$ cat src/rtl/booth_pkg.sv
// Shared definitions for the radix-2 Booth digit decoder: {H,D} digit codes and FSM states.
package booth_pkg;

  localparam logic [1:0] DIG_ZERO = 2'b00;
  localparam logic [1:0] DIG_POS  = 2'b10;
  localparam logic [1:0] DIG_NEG  = 2'b11;
  localparam logic [1:0] DIG_ILL  = 2'b01;

  typedef enum logic [1:0] {
    IDLE,
    ACCUM,
    HOLD
  } state_e;

endpackage

$ cat src/rtl/booth_acc_unit.sv
// Combinational accumulate step: folds one signed digit at weight 2^idx into acc (mod 2^WIDTH).
module booth_acc_unit #(
  parameter int unsigned WIDTH = 8,
  parameter int unsigned IDXW  = $clog2(WIDTH)
) (
  input  logic [WIDTH-1:0] acc,
  input  logic [IDXW-1:0]  idx,
  input  logic             h,
  input  logic             d,
  output logic [WIDTH-1:0] acc_next,
  output logic             illegal
);
  import booth_pkg::*;

  logic [WIDTH-1:0] weight;

  assign weight = {{(WIDTH-1){1'b0}}, 1'b1} << idx;

  always_comb begin
    acc_next = acc;
    illegal  = 1'b0;
    unique case ({h, d})
      DIG_POS:  acc_next = acc + weight;
      DIG_NEG:  acc_next = acc - weight;
      DIG_ILL:  illegal  = 1'b1;
      default:  acc_next = acc;
    endcase
  end

endmodule

$ cat src/rtl/booth_digit_decoder.sv
// Serial radix-2 Booth digit stream decoder: rebuilds a WIDTH-bit two's-complement word
// from LSB-first (H,D) digits and presents it on a valid/ready output.
module booth_digit_decoder #(
  parameter int unsigned WIDTH = 8,
  parameter int unsigned IDXW  = $clog2(WIDTH)
) (
  input  logic             clk,
  input  logic             rst,
  input  logic             digit_valid,
  output logic             digit_ready,
  input  logic             digit_h,
  input  logic             digit_d,
  input  logic             digit_last,
  output logic             word_valid,
  input  logic             word_ready,
  output logic [WIDTH-1:0] word,
  output logic             word_err
);
  import booth_pkg::*;

  state_e           state;
  logic [WIDTH-1:0] acc;
  logic [WIDTH-1:0] acc_next;
  logic [IDXW-1:0]  idx;
  logic             err;
  logic             illegal;
  logic             accept;
  logic             closing;

  booth_acc_unit #(
    .WIDTH (WIDTH),
    .IDXW  (IDXW)
  ) u_acc (
    .acc      (acc),
    .idx      (idx),
    .h        (digit_h),
    .d        (digit_d),
    .acc_next (acc_next),
    .illegal  (illegal)
  );

  assign accept  = digit_valid & digit_ready;
  // acc and idx are zero in IDLE, so the first digit uses the same update path as the rest.
  assign closing = digit_last | (idx == IDXW'(WIDTH - 1));

  always_ff @(posedge clk or posedge rst) begin
    if (rst) begin
      state       <= IDLE;
      acc         <= '0;
      idx         <= '0;
      err         <= 1'b0;
      digit_ready <= 1'b1;
      word_valid  <= 1'b0;
      word        <= '0;
      word_err    <= 1'b0;
    end else begin
      unique case (state)
        IDLE, ACCUM: begin
          if (accept) begin
            acc <= acc_next;
            err <= err | illegal;
            idx <= idx + IDXW'(1);
            if (closing) begin
              state       <= HOLD;
              digit_ready <= 1'b0;
              word_valid  <= 1'b1;
              word        <= acc_next;
              word_err    <= err | illegal;
            end else begin
              state <= ACCUM;
            end
          end
        end
        HOLD: begin
          if (word_ready) begin
            state       <= IDLE;
            acc         <= '0;
            idx         <= '0;
            err         <= 1'b0;
            digit_ready <= 1'b1;
            word_valid  <= 1'b0;
            word        <= '0;
            word_err    <= 1'b0;
          end
        end
        default: state <= IDLE;
      endcase
    end
  end

endmodule

$ cat config.mk
export PLATFORM = sky130hd
export DESIGN_NAME = booth_digit_decoder
export DESIGN_NICKNAME = d
export VERILOG_FILES = /design/src/rtl/booth_pkg.sv /design/src/rtl/booth_acc_unit.sv /design/src/rtl/booth_digit_decoder.sv
export SDC_FILE = /design/constraint.sdc
export NUM_CORES = 1
export LEC_CHECK = 0
export CAP_MARGIN = 20
export CORE_MARGIN = 2
export CORE_UTILIZATION = 56
export CTS_CLUSTER_DIAMETER = 120
export CTS_CLUSTER_SIZE = 20
export DETAILED_ROUTE_END_ITERATION = 8
export PLACE_DENSITY_LB_ADDON = 0.1
export SLEW_MARGIN = 20
export SYNTH_ARGS = -nofsm -noshare
export SYNTH_HDL_FRONTEND = slang
export SYNTH_SLANG_ARGS = --single-unit
$ cat constraint.sdc
create_clock -name clk -period 3.31 [get_ports clk]
set_input_delay 0.993 -clock clk [delete_from_list [all_inputs] [get_ports clk]]
set_output_delay 0.993 -clock clk [all_outputs]
set_load 0.03 [all_outputs]
After elaboration in Yosys (flattened, before gate mapping)
Cells that the tools add are included.
Word-level totals
  output and inout bits: 11
  input bits: 7
  logic and storage cells: 58
  register bits after elaboration: 25
Cells by class
  eq/ne operators: 9
  shift operators: 1
  bitwise logic cells: 3
  mux-type cells: 28
  reductions and logical operators: 6
  add/subtract/negate cells: 3
Operator list (number)
  one-hot mux 8 bit (2 select lines): 3
  2-to-1 mux 8 bit: 4
  2-to-1 mux 1 bit: 10
  adder 8 bit: 1
  one-hot mux 1 bit (2 select lines): 4
  left shift 1 x 3 -> 8 bit (first input constant): 1
  subtractor 8 bit: 1
  == test 2 bit (second input constant): 3
  2-to-1 mux 2 bit: 3
  2-to-1 mux 3 bit: 2
  inequality test 2 bit (second input constant): 3
  one-hot mux 3 bit (2 select lines): 1
  == test 2 x 1 -> 1 bit (second input constant): 2
  one-hot mux 2 bit (2 select lines): 1
  AND reduction 4 bit: 1
  adder 3 x 1 -> 3 bit (second input constant): 1
  == test 3 bit (second input constant): 1
  AND reduction 3 bit: 1
  zero test 2 bit: 1
  bitwise OR 1 bit: 2
  AND reduction 2 bit: 1
  nonzero test 2 bit: 1
  OR reduction 2 bit: 1
  AND 1 bit: 1

Logic depth before layout (Yosys ltp)
Gate-level depths: netlist (run 1).
  depth in word-level cells: 6
  gate-level depth with buffers: 14
  gate-level depth less buffers: 13

Modules after synthesis
A second synthesis (run 1) with hierarchy kept.
Unflattened totals
  cell total of the unflattened synthesis: 132
  area total of the unflattened synthesis: 1441.4 µm²
By module, submodules not included
  booth_digit_decoder: seq. area each 626.9 µm², area each 1001.0 µm², times used 1, cells an instance 70
  booth_acc_unit: seq. area each 0.0 µm², area each 440.4 µm², times used 1, cells an instance 62

Least setup slack after synthesis (run 1)
OpenSTA, ideal clock, no wires.
  kind: input -> register
  start point: input port digit_h
  end point: register word[7]
  setup time: 0.139 ns
  path buffers: 0
  setup slack: 0.132 ns
  arrival: 3.039 ns
  stages: 11
  data required time: 3.171 ns
  cells stage by stage: nand2_1 -> nand3_1 -> o21ai_0 -> a221o_1 -> ha_1 -> a21o_1 -> a21o_1 -> a221oi_2 -> mux2i_1 -> xnor2_1 -> o21ai_1
Between the ends
  word-level cells in the longest chain between the ends: 5
  elaborated cells on any way between the ends: 6
  classes of those cells: 2 x eq/ne; 4 x mux
RTL lines
  start: declaration: RTL line booth_digit_decoder.sv:11  | input logic digit_h,
  == test 2 bit: RTL line booth_acc_unit.sv:22  | unique case ({h, d})
  one-hot mux 8 bit (2 select lines) *: RTL line booth_acc_unit.sv:22
  2-to-1 mux 8 bit *: RTL line booth_digit_decoder.sv:63  | if (closing) begin
  2-to-1 mux 8 bit *: RTL line booth_digit_decoder.sv:59  | if (accept) begin
  one-hot mux 8 bit (2 select lines) *: RTL line booth_digit_decoder.sv:57  | unique case (state)
  end signal: assignment: RTL line booth_digit_decoder.sv:67  | word <= acc_next;
  end: declaration: RTL line booth_digit_decoder.sv:16  | output logic [WIDTH-1:0] word,
Every way passes the cells marked *; elsewhere a longest branch is shown, timed or not. The select of a mux whose other input is x is not followed.
A chain may end at the register's enable or synchronous reset.

Final worst setup path (run 1)
  start point: input port digit_d
  end point: register word[7]
Between the ends
  word-level cells in the longest chain between the ends: 5
  elaborated cells on any way between the ends: 6
  classes of those cells: 2 x eq/ne; 4 x mux
RTL lines
  start: declaration: RTL line booth_digit_decoder.sv:12  | input logic digit_d,
  == test 2 bit: RTL line booth_acc_unit.sv:22
  one-hot mux 8 bit (2 select lines) *: RTL line booth_acc_unit.sv:22
  2-to-1 mux 8 bit *: RTL line booth_digit_decoder.sv:63
  2-to-1 mux 8 bit *: RTL line booth_digit_decoder.sv:59
  one-hot mux 8 bit (2 select lines) *: RTL line booth_digit_decoder.sv:57
Marks and branches as above.

==> results.yml, run 1 <==
drt:
  num_vias: 1426
  number_of_design_rule_violations_left_after_detail_routing: 0
  route.antenna.remaining_nets: 0
  detail_route.wirelength_um: 3690
  vias_per_cell: 5.99
  avgRoutedWirePerCell_um: 15.5
  first_iter_violations: 34
  detail_route.first_pass.iterations: 4
worst_setup_path:
  crit-reg2reg-launch: "idx[0]"
  crit_fanout: 4
  worstReg2RegEnd: "word[7]"
  cp-end-kind: "register"
  flop_to_flop_setup_slack_ns: 0.23
  crit_required_ns: 3.52
  crit_path_start_kind: "primary input"
  crit_type: "in -> reg"
  cp_data_arrival_time_ns: 3.37
  timing.reg2reg.worst_path_depth: 13
yosys:
  yosys_most_used_dff: "dfrtp_1"
  postSynthAreaPerCell_um2: 9.34
  post_synth_instance_area_mm2: 0.00162
  synth_top_area_share_pct: 37.2
  yosys-top-cells-area: "dfrtp_1 37%, ha_1 10%, nand2_1 5.6%, mux2i_1 3.7%, o21ai_0 3.7%"
  postSynthRegisterBits: 25
  ys_warn_count: 0
  async_flop_share_pct: 100
  syn_inst_count: 173
  dominant_cell_type_by_area_after_synthesis: "dfrtp_1"
  yosysUniqueCellTypes: 41
  synth.top_cells.by_count: "24 x dfrtp_1, 24 x nand2_1, 14 x nor2_1"
  synth.yosys.seq_area_share_pct: 38.8
  synth_enable_flop_cells: 0
  syn_nets: 194
clock_tree:
  tritoncts_clock_tree: "yes"
  cts_made_buffers: 3
  cts_root_buffer: "clkbuf_4"
  clk_path_buf_depth: 2
  clock_tree.htree_level_count: 1
  clk_pin_slew_worst_paths_ns: 0.14
  numClockSinks: 25
  insertion_delay_ns: 0.33
  total_of_hold_buffers_inserted_after_clock_tree_synthesis: 0
  post-cts-setup-buffers: 0
final_layout:
  final_nets: 229
  num_antenna_cells: 0
  layout-drive-gt1-share_pct: 20.3
  fillerInstances: 222
  final_core_util_pct: 73.4
  postLayoutCellArea_mm2: 0.00202
  synthToLayoutAreaGrowth_pct: 25.2
global_route:
  grt_overflow_total: 0
  first_global_vias: 1458
  grt_start_max_net_pins: 26
  antenna_found_initial: 0
  grt_pass1_wl_um: 6330
  grt_usage_pct: 24.5
placement:
  place.detailed.hpwl_um: 2870
  numPortBuffers: 17
  final_replace_weighted_congestion: 0.843
  dpl-instance-area_mm2: 0.00194
power_and_ir_drop:
  power-per-cell-area_mw_per_mm2: 1200
  switching_power_summed_over_all_nets_mw: 1.09
  power.static_leakage_nw: 0.947
  power.switching_fraction_pct: 44.8
  clock_power_share_pct: 5.8
  comb_power_share_pct: 72.1
  seq_power_share_pct: 22.1
  p_int_mw: 1.34
  vdd_drop_max_mv: 0.878
sta:
  final_count_of_pins_violating_max_slew: 0
  max-slew-margin-rel_pct: 37.3
  period_needed_ns: 3.16
  hold_viol_final: 0
  min_period_over_period_pct: 95.5
  grt_setup_unrepaired: "false"
  worst_slew_pin_slew_ns: 0.939
  maximum_achievable_frequency_mhz: 316
  fin_worst_skew_ns: 0.00162
  setup-violations-final: 0
min_path:
  hold-path-endpoint: "word_valid"
  timing.hold.worst.start: "word_valid"
  worst_hold_path_type: "reg -> reg"
  worst_hold_path_depth: 2
floorplanning:
  core.rowCount: 19
  core_region_area_mm2: 0.00276
  chipWidth_um: 57.7
  initial_core_util_pct: 58.6
  die-area_mm2: 0.00333
  die_h_um: 57.7
  num_io_pins: 18
job:
  maxCapViolations: 0
outcome:
  run_status: "completed"
layer usage:
layer / track usage (%) / vias up / part of all wire [%] / wire, um
met5: 0 / - / 0 / 0
met4: 11.0 / 0 / 3.5 / 128
met3: 4.46 / 11 / 2.9 / 108
met2: 44.0 / 30 / 52 / 1920
met1: 28.2 / 700 / 42 / 1530
li1: - / 685 / - / -
how the worst max path moves through the flow:
| stage | slack [ns] | start | to | depth (start not counted) |
|---|---|---|---|---|
| detailed placement | -0.50 | digit_d | acc[6] | 14 |
| global placement | -0.47 | digit_d | word[7] | 13 |
| finish | 0.15 | digit_d | word[7] | 13 |
| CTS | 0.15 | idx[0] | word[7] | 13 |
| floorplan | 0.13 | digit_h | word[7] | 11 |
| global route | 0.01 | idx[0] | word[7] | 13 |
stage by stage:
step | total power [mW] | std cells | hold WS, ns | setup slack [ns] | TNS, ns
5_1_grt | 2.62 | 238 | 0.525 | 0.0124 | 0
4_1_cts | 2.40 | 238 | 0.499 | 0.148 | 0
6_report | 2.43 | 238 | 0.491 | 0.149 | 0
3_3_place_gp | 2.11 | 234 | 0.459 | -0.474 | -3.20
2_1_floorplan | 1.62 | 173 | 0.457 | 0.132 | 0
3_5_place_dp | 2.20 | 234 | 0.468 | -0.499 | -3.63
kinds of logic after synthesis:
family | after synthesis | synth area share, %
buf+inv | 10 | 2.48
mux | 10 | 6.50
compound gates | 46 | 19.0
fa+ha+maj | 14 | 11.3
xor+xnor | 9 | 4.88
flops | 25 | 38.8
simple gates | 59 | 17.0
registers in the layout, indices dropped and copies added, names as in the netlist:
signal / cells
state: 2
word_err: 1
digit_ready: 1
word_valid: 1
word: 8
err: 1
acc: 8
idx: 3
power by group through the flow:
stage                     sequential (mW)  clock (mW)  combinational (mW)
final                               0.538       0.141                1.75
after floorplan                     0.631           0               0.990
after CTS                           0.538       0.143                1.72
after global placement              0.530           0                1.58
after global routing                0.557       0.153                1.91
after detailed placement            0.540           0                1.66
critical path, cell delays in order:
cell and delay, ns:
dlygate4sd2_1 0.26, buf_4 0.14, and2_4 0.15, nor2_2 0.09, xor2_1 0.17, nand2_1 0.12
ha_4 0.24, a21o_1 0.17, a31o_2 0.23, a221oi_2 0.28, mux2i_2 0.32, xnor2_1 0.15
o21ai_1 0.07
cell type report:
class / instances / area (um2) / area share, %
tap: 31 / 38.8 / 1.92
multi-input combinational: 138 / 1000 / 49.7
inverter: 4 / 15.0 / 0.742
timing repair buffer: 36 / 310 / 15.3
clock inverter: 1 / 5.00 / 0.247
clock buffer: 3 / 22.5 / 1.11
sequential: 25 / 627 / 31.0
cells in the final DEF (no fill, tap or decap), types with 2 or more instances in the layout:
cell type and instances:
dfrtp_1 24, nand2_1 23, buf_4 19, clkdlybuf4s50_1 15, nor2_1 13, o21ai_0 12, ha_1 9, xnor2_1 6
nor3_1 5, a21oi_1 5, mux2i_1 5, o21ai_1 5, a22o_1 5, a21o_1 4, mux2_2 4, inv_1 4
and2_1 3, xor2_1 3, o31ai_1 3, nand3_1 3, clkbuf_4 3, nor2b_1 2, a221oi_2 2, or3b_1 2
a31oi_1 2, ha_4 2, ha_2 2, dlygate4sd2_1 2
repair_timing:
action | 4_1_cts | 5_1_grt
endpoints found under the setup margin | 5 | 3
resized for setup | 8 | 3
pin swaps | 4 | 0
Note: power is estimated with default switching activity, not from simulation.
==> inputs of run 2 (changes only) <==
--- a/config.mk
+++ b/config.mk
@@ -5,6 +5,7 @@
 export SDC_FILE = /design/constraint.sdc
 export NUM_CORES = 1
 export LEC_CHECK = 0
+export ABC_AREA = 1
 export CAP_MARGIN = 20
 export CORE_MARGIN = 2
 export CORE_UTILIZATION = 56
@@ -12,6 +13,7 @@
 export CTS_CLUSTER_SIZE = 20
 export DETAILED_ROUTE_END_ITERATION = 8
 export PLACE_DENSITY_LB_ADDON = 0.1
+export RECOVER_POWER = 25
 export SLEW_MARGIN = 20
 export SYNTH_ARGS = -nofsm -noshare
 export SYNTH_HDL_FRONTEND = slang
==> results.yml, run 2 <==
drt:
  vias_per_cell: 5.30
  detail_route.first_pass.iterations: 4
  number_of_design_rule_violations_left_after_detail_routing: 0
  first_iter_violations: 64
  num_vias: 1437
  detail_route.wirelength_um: 3430
  avgRoutedWirePerCell_um: 12.7
  route.antenna.remaining_nets: 0
floorplanning:
  num_io_pins: 18
  die_h_um: 59.0
  core_region_area_mm2: 0.00281
  die-area_mm2: 0.00348
  chipWidth_um: 59.0
  initial_core_util_pct: 60.3
  core.rowCount: 19
global_route:
  grt_start_max_net_pins: 26
  first_global_vias: 1467
  grt_pass1_wl_um: 6290
  antenna_found_initial: 0
  grt_usage_pct: 23.8
  grt_overflow_total: 0
yosys:
  post_synth_instance_area_mm2: 0.00169
  synth.yosys.seq_area_share_pct: 37.0
  yosysMostFrequentCell: "nand2_1"
  yosys-top-cells-area: "dfrtp_1 35%, nand2_1 14%, ha_1 9.6%, inv_1 6.0%, o21ai_0 5.3%"
  dominant_cell_type_by_area_after_synthesis: "dfrtp_1"
  yosys_most_used_dff: "dfrtp_1"
  syn_inst_count: 219
  syn_nets: 240
  postSynthRegisterBits: 25
  synth_top_area_share_pct: 35.5
  async_flop_share_pct: 100
  synth.top_cells.by_count: "62 x nand2_1, 27 x inv_1, 24 x dfrtp_1"
  postSynthAreaPerCell_um2: 7.73
  ys_warn_count: 0
  synth_enable_flop_cells: 0
  yosysUniqueCellTypes: 25
worst_setup_path:
  crit_path_start_kind: "primary input"
  crit_required_ns: 3.54
  timing.reg2reg.worst_path_depth: 18
  crit_fanout: 7
  crit_type: "in -> reg"
  timing.critical_path.buf_inv: 2
  worstReg2RegEnd: "acc[7]"
  cpLargestDelayFamily: "simple AND/OR/NAND/NOR gates"
  timing.critical_path.mode_cell: "nand2_1"
  timing.critical_path.slowest_cell_delay_ns: 0.51
  worstPathCellList: "clkdlybuf4s50_1 > nand2_2 > nand2_1 > nand3_1 > o21ai_0 > inv_1 > fa_1 > nand3_1 > nand2_1 > nand2_1 > nand2_1 > nand2_1 > nand2_1 > a21oi_1 > o21ai_0 > nand3_1 > o21ai_0"
  cp_data_arrival_time_ns: 3.30
  flop_to_flop_setup_slack_ns: 0.56
  worst_path_max_delay_cell: "clkdlybuf4s50_1"
  crit-reg2reg-launch: "idx[0]"
  cp-end-kind: "register"
min_path:
  worst_hold_path_type: "reg -> reg"
  worst_hold_path_depth: 2
  hold-path-endpoint: "digit_ready"
  timing.hold.worst.start: "digit_ready"
clock_tree:
  clk_pin_slew_worst_paths_ns: 0.14
  post-cts-setup-buffers: 0
  numClockSinks: 25
  clk_path_buf_depth: 2
  post_cts.resized_instances: 0
  insertion_delay_ns: 0.33
  clock_tree.htree_level_count: 1
  cts_root_buffer: "clkbuf_4"
  cts_made_buffers: 3
  total_of_hold_buffers_inserted_after_clock_tree_synthesis: 0
  tritoncts_clock_tree: "yes"
placement:
  pre_cts_ws_ns: -0.0490
  final_replace_weighted_congestion: 0.813
  numPortBuffers: 17
  dp_cells: 267
  place.detailed.hpwl_um: 2740
sta:
  setup-violations-final: 0
  timing.hold.ws_ns: 0.485
  hold_viol_final: 0
  final_count_of_pins_violating_max_slew: 0
  min_period_over_period_pct: 92.7
  grt_setup_unrepaired: "false"
  tns_ns: 0
  maximum_achievable_frequency_mhz: 326
  period_needed_ns: 3.07
  max-slew-margin-rel_pct: 11.1
  worst_slew_pin_slew_ns: 1.33
  fin_worst_skew_ns: 0.00302
  timing.final.ws_setup_ns: 0.242
final_layout:
  largest_registers: "acc x8, word x8, idx x3"
  synthToLayoutAreaGrowth_pct: 13.2
  finalNonFillerCells: 271
  layout-drive-gt1-share_pct: 10.4
  mostFrequentLayoutCell: "nand2_1"
  fillerInstances: 247
  final_nets: 262
  num_antenna_cells: 0
  layout.cells.most_common_list: "62 x nand2_1, 27 x inv_1, 24 x dfrtp_1"
job:
  maxCapViolations: 0
outcome:
  run_status: "completed"
## run 2: changes by cell type after synthesis, moves of 5 or more
cell     delta
a22o_1      -5
inv_1      +23
mux2i_1     -6
nand2_1    +38
nand2_2     +8
nand3_1     +8
nor3_1      -5
o21ai_0     +6
## run 2: layout make-up
class	instances	area [um2]	area share, %
clock inverters	1	7.51	0.392
inverters	31	116	6.07
multi-input cells	160	916	47.8
flip-flops and latches	25	627	32.7
clock buffers	3	22.5	1.17
well taps	31	38.8	2.02
repair buffers	20	189	9.86
## run 2: worst max path at each step
stage,from,end,slack [ns],cells after the start
after global routing,digit_d,acc[6],0.05,17
final,digit_h,acc[6],0.24,17
after global placement,digit_h,acc[6],-0.04,17
after detailed placement,digit_h,acc[6],-0.05,17
after CTS,digit_h,acc[6],0.26,17
after floorplan,digit_h,acc[6],0.68,15
## run 2: worst register-to-register path, stage by stage (launching register included)
cell and delay (ns):
dfrtp_1 0.40, inv_1 0.10, ha_1 0.25, nand2_2 0.10, nand2_2 0.07, o31ai_1 0.33, xor2_1 0.21, inv_1 0.06
ha_1 0.33, a21oi_1 0.20, nor2_1 0.07, nor2_1 0.08, nand2_1 0.09, inv_1 0.06, nand2_1 0.06, nand3_1 0.06
nand2_1 0.06, nand4_1 0.08, nand2_1 0.05
## run 2: cell families (layout without fill, tap and decap cells)
kind of cell	Yosys count	after routing	share of synthesized area, %
AND/OR/NAND/NOR	100	100	26.4
AO/OA/AOI/OAI	37	37	12.3
buffers and inverters	34	55	8.87
flip-flops	25	25	37.0
adder cells (fa/ha/maj)	14	14	10.8
XOR/XNOR	9	9	4.66
## run 2: per-layer routing
| layer | global-route usage [%] | routed length, um | up-vias |
|---|---|---|---|
| met5 | 0 | 0 | - |
| met4 | 7.79 | 42 | 0 |
| met3 | 2.62 | 119 | 4 |
| met2 | 44.0 | 1840 | 21 |
| met1 | 28.5 | 1430 | 669 |
| li1 | - | - | 743 |
## run 2: through the flow
step           util (%)  cell area (um2)
2_1_floorplan         -             1690
3_3_place_gp       67.4             1890
3_5_place_dp       67.4             1890
4_1_cts            68.5             1920
5_1_grt            68.3             1920
6_report           68.3             1920
Power of run 2 is left out: the tool's default activity adds up to more than one toggle a clock period on the data nets, which glitch-free logic cannot reach.
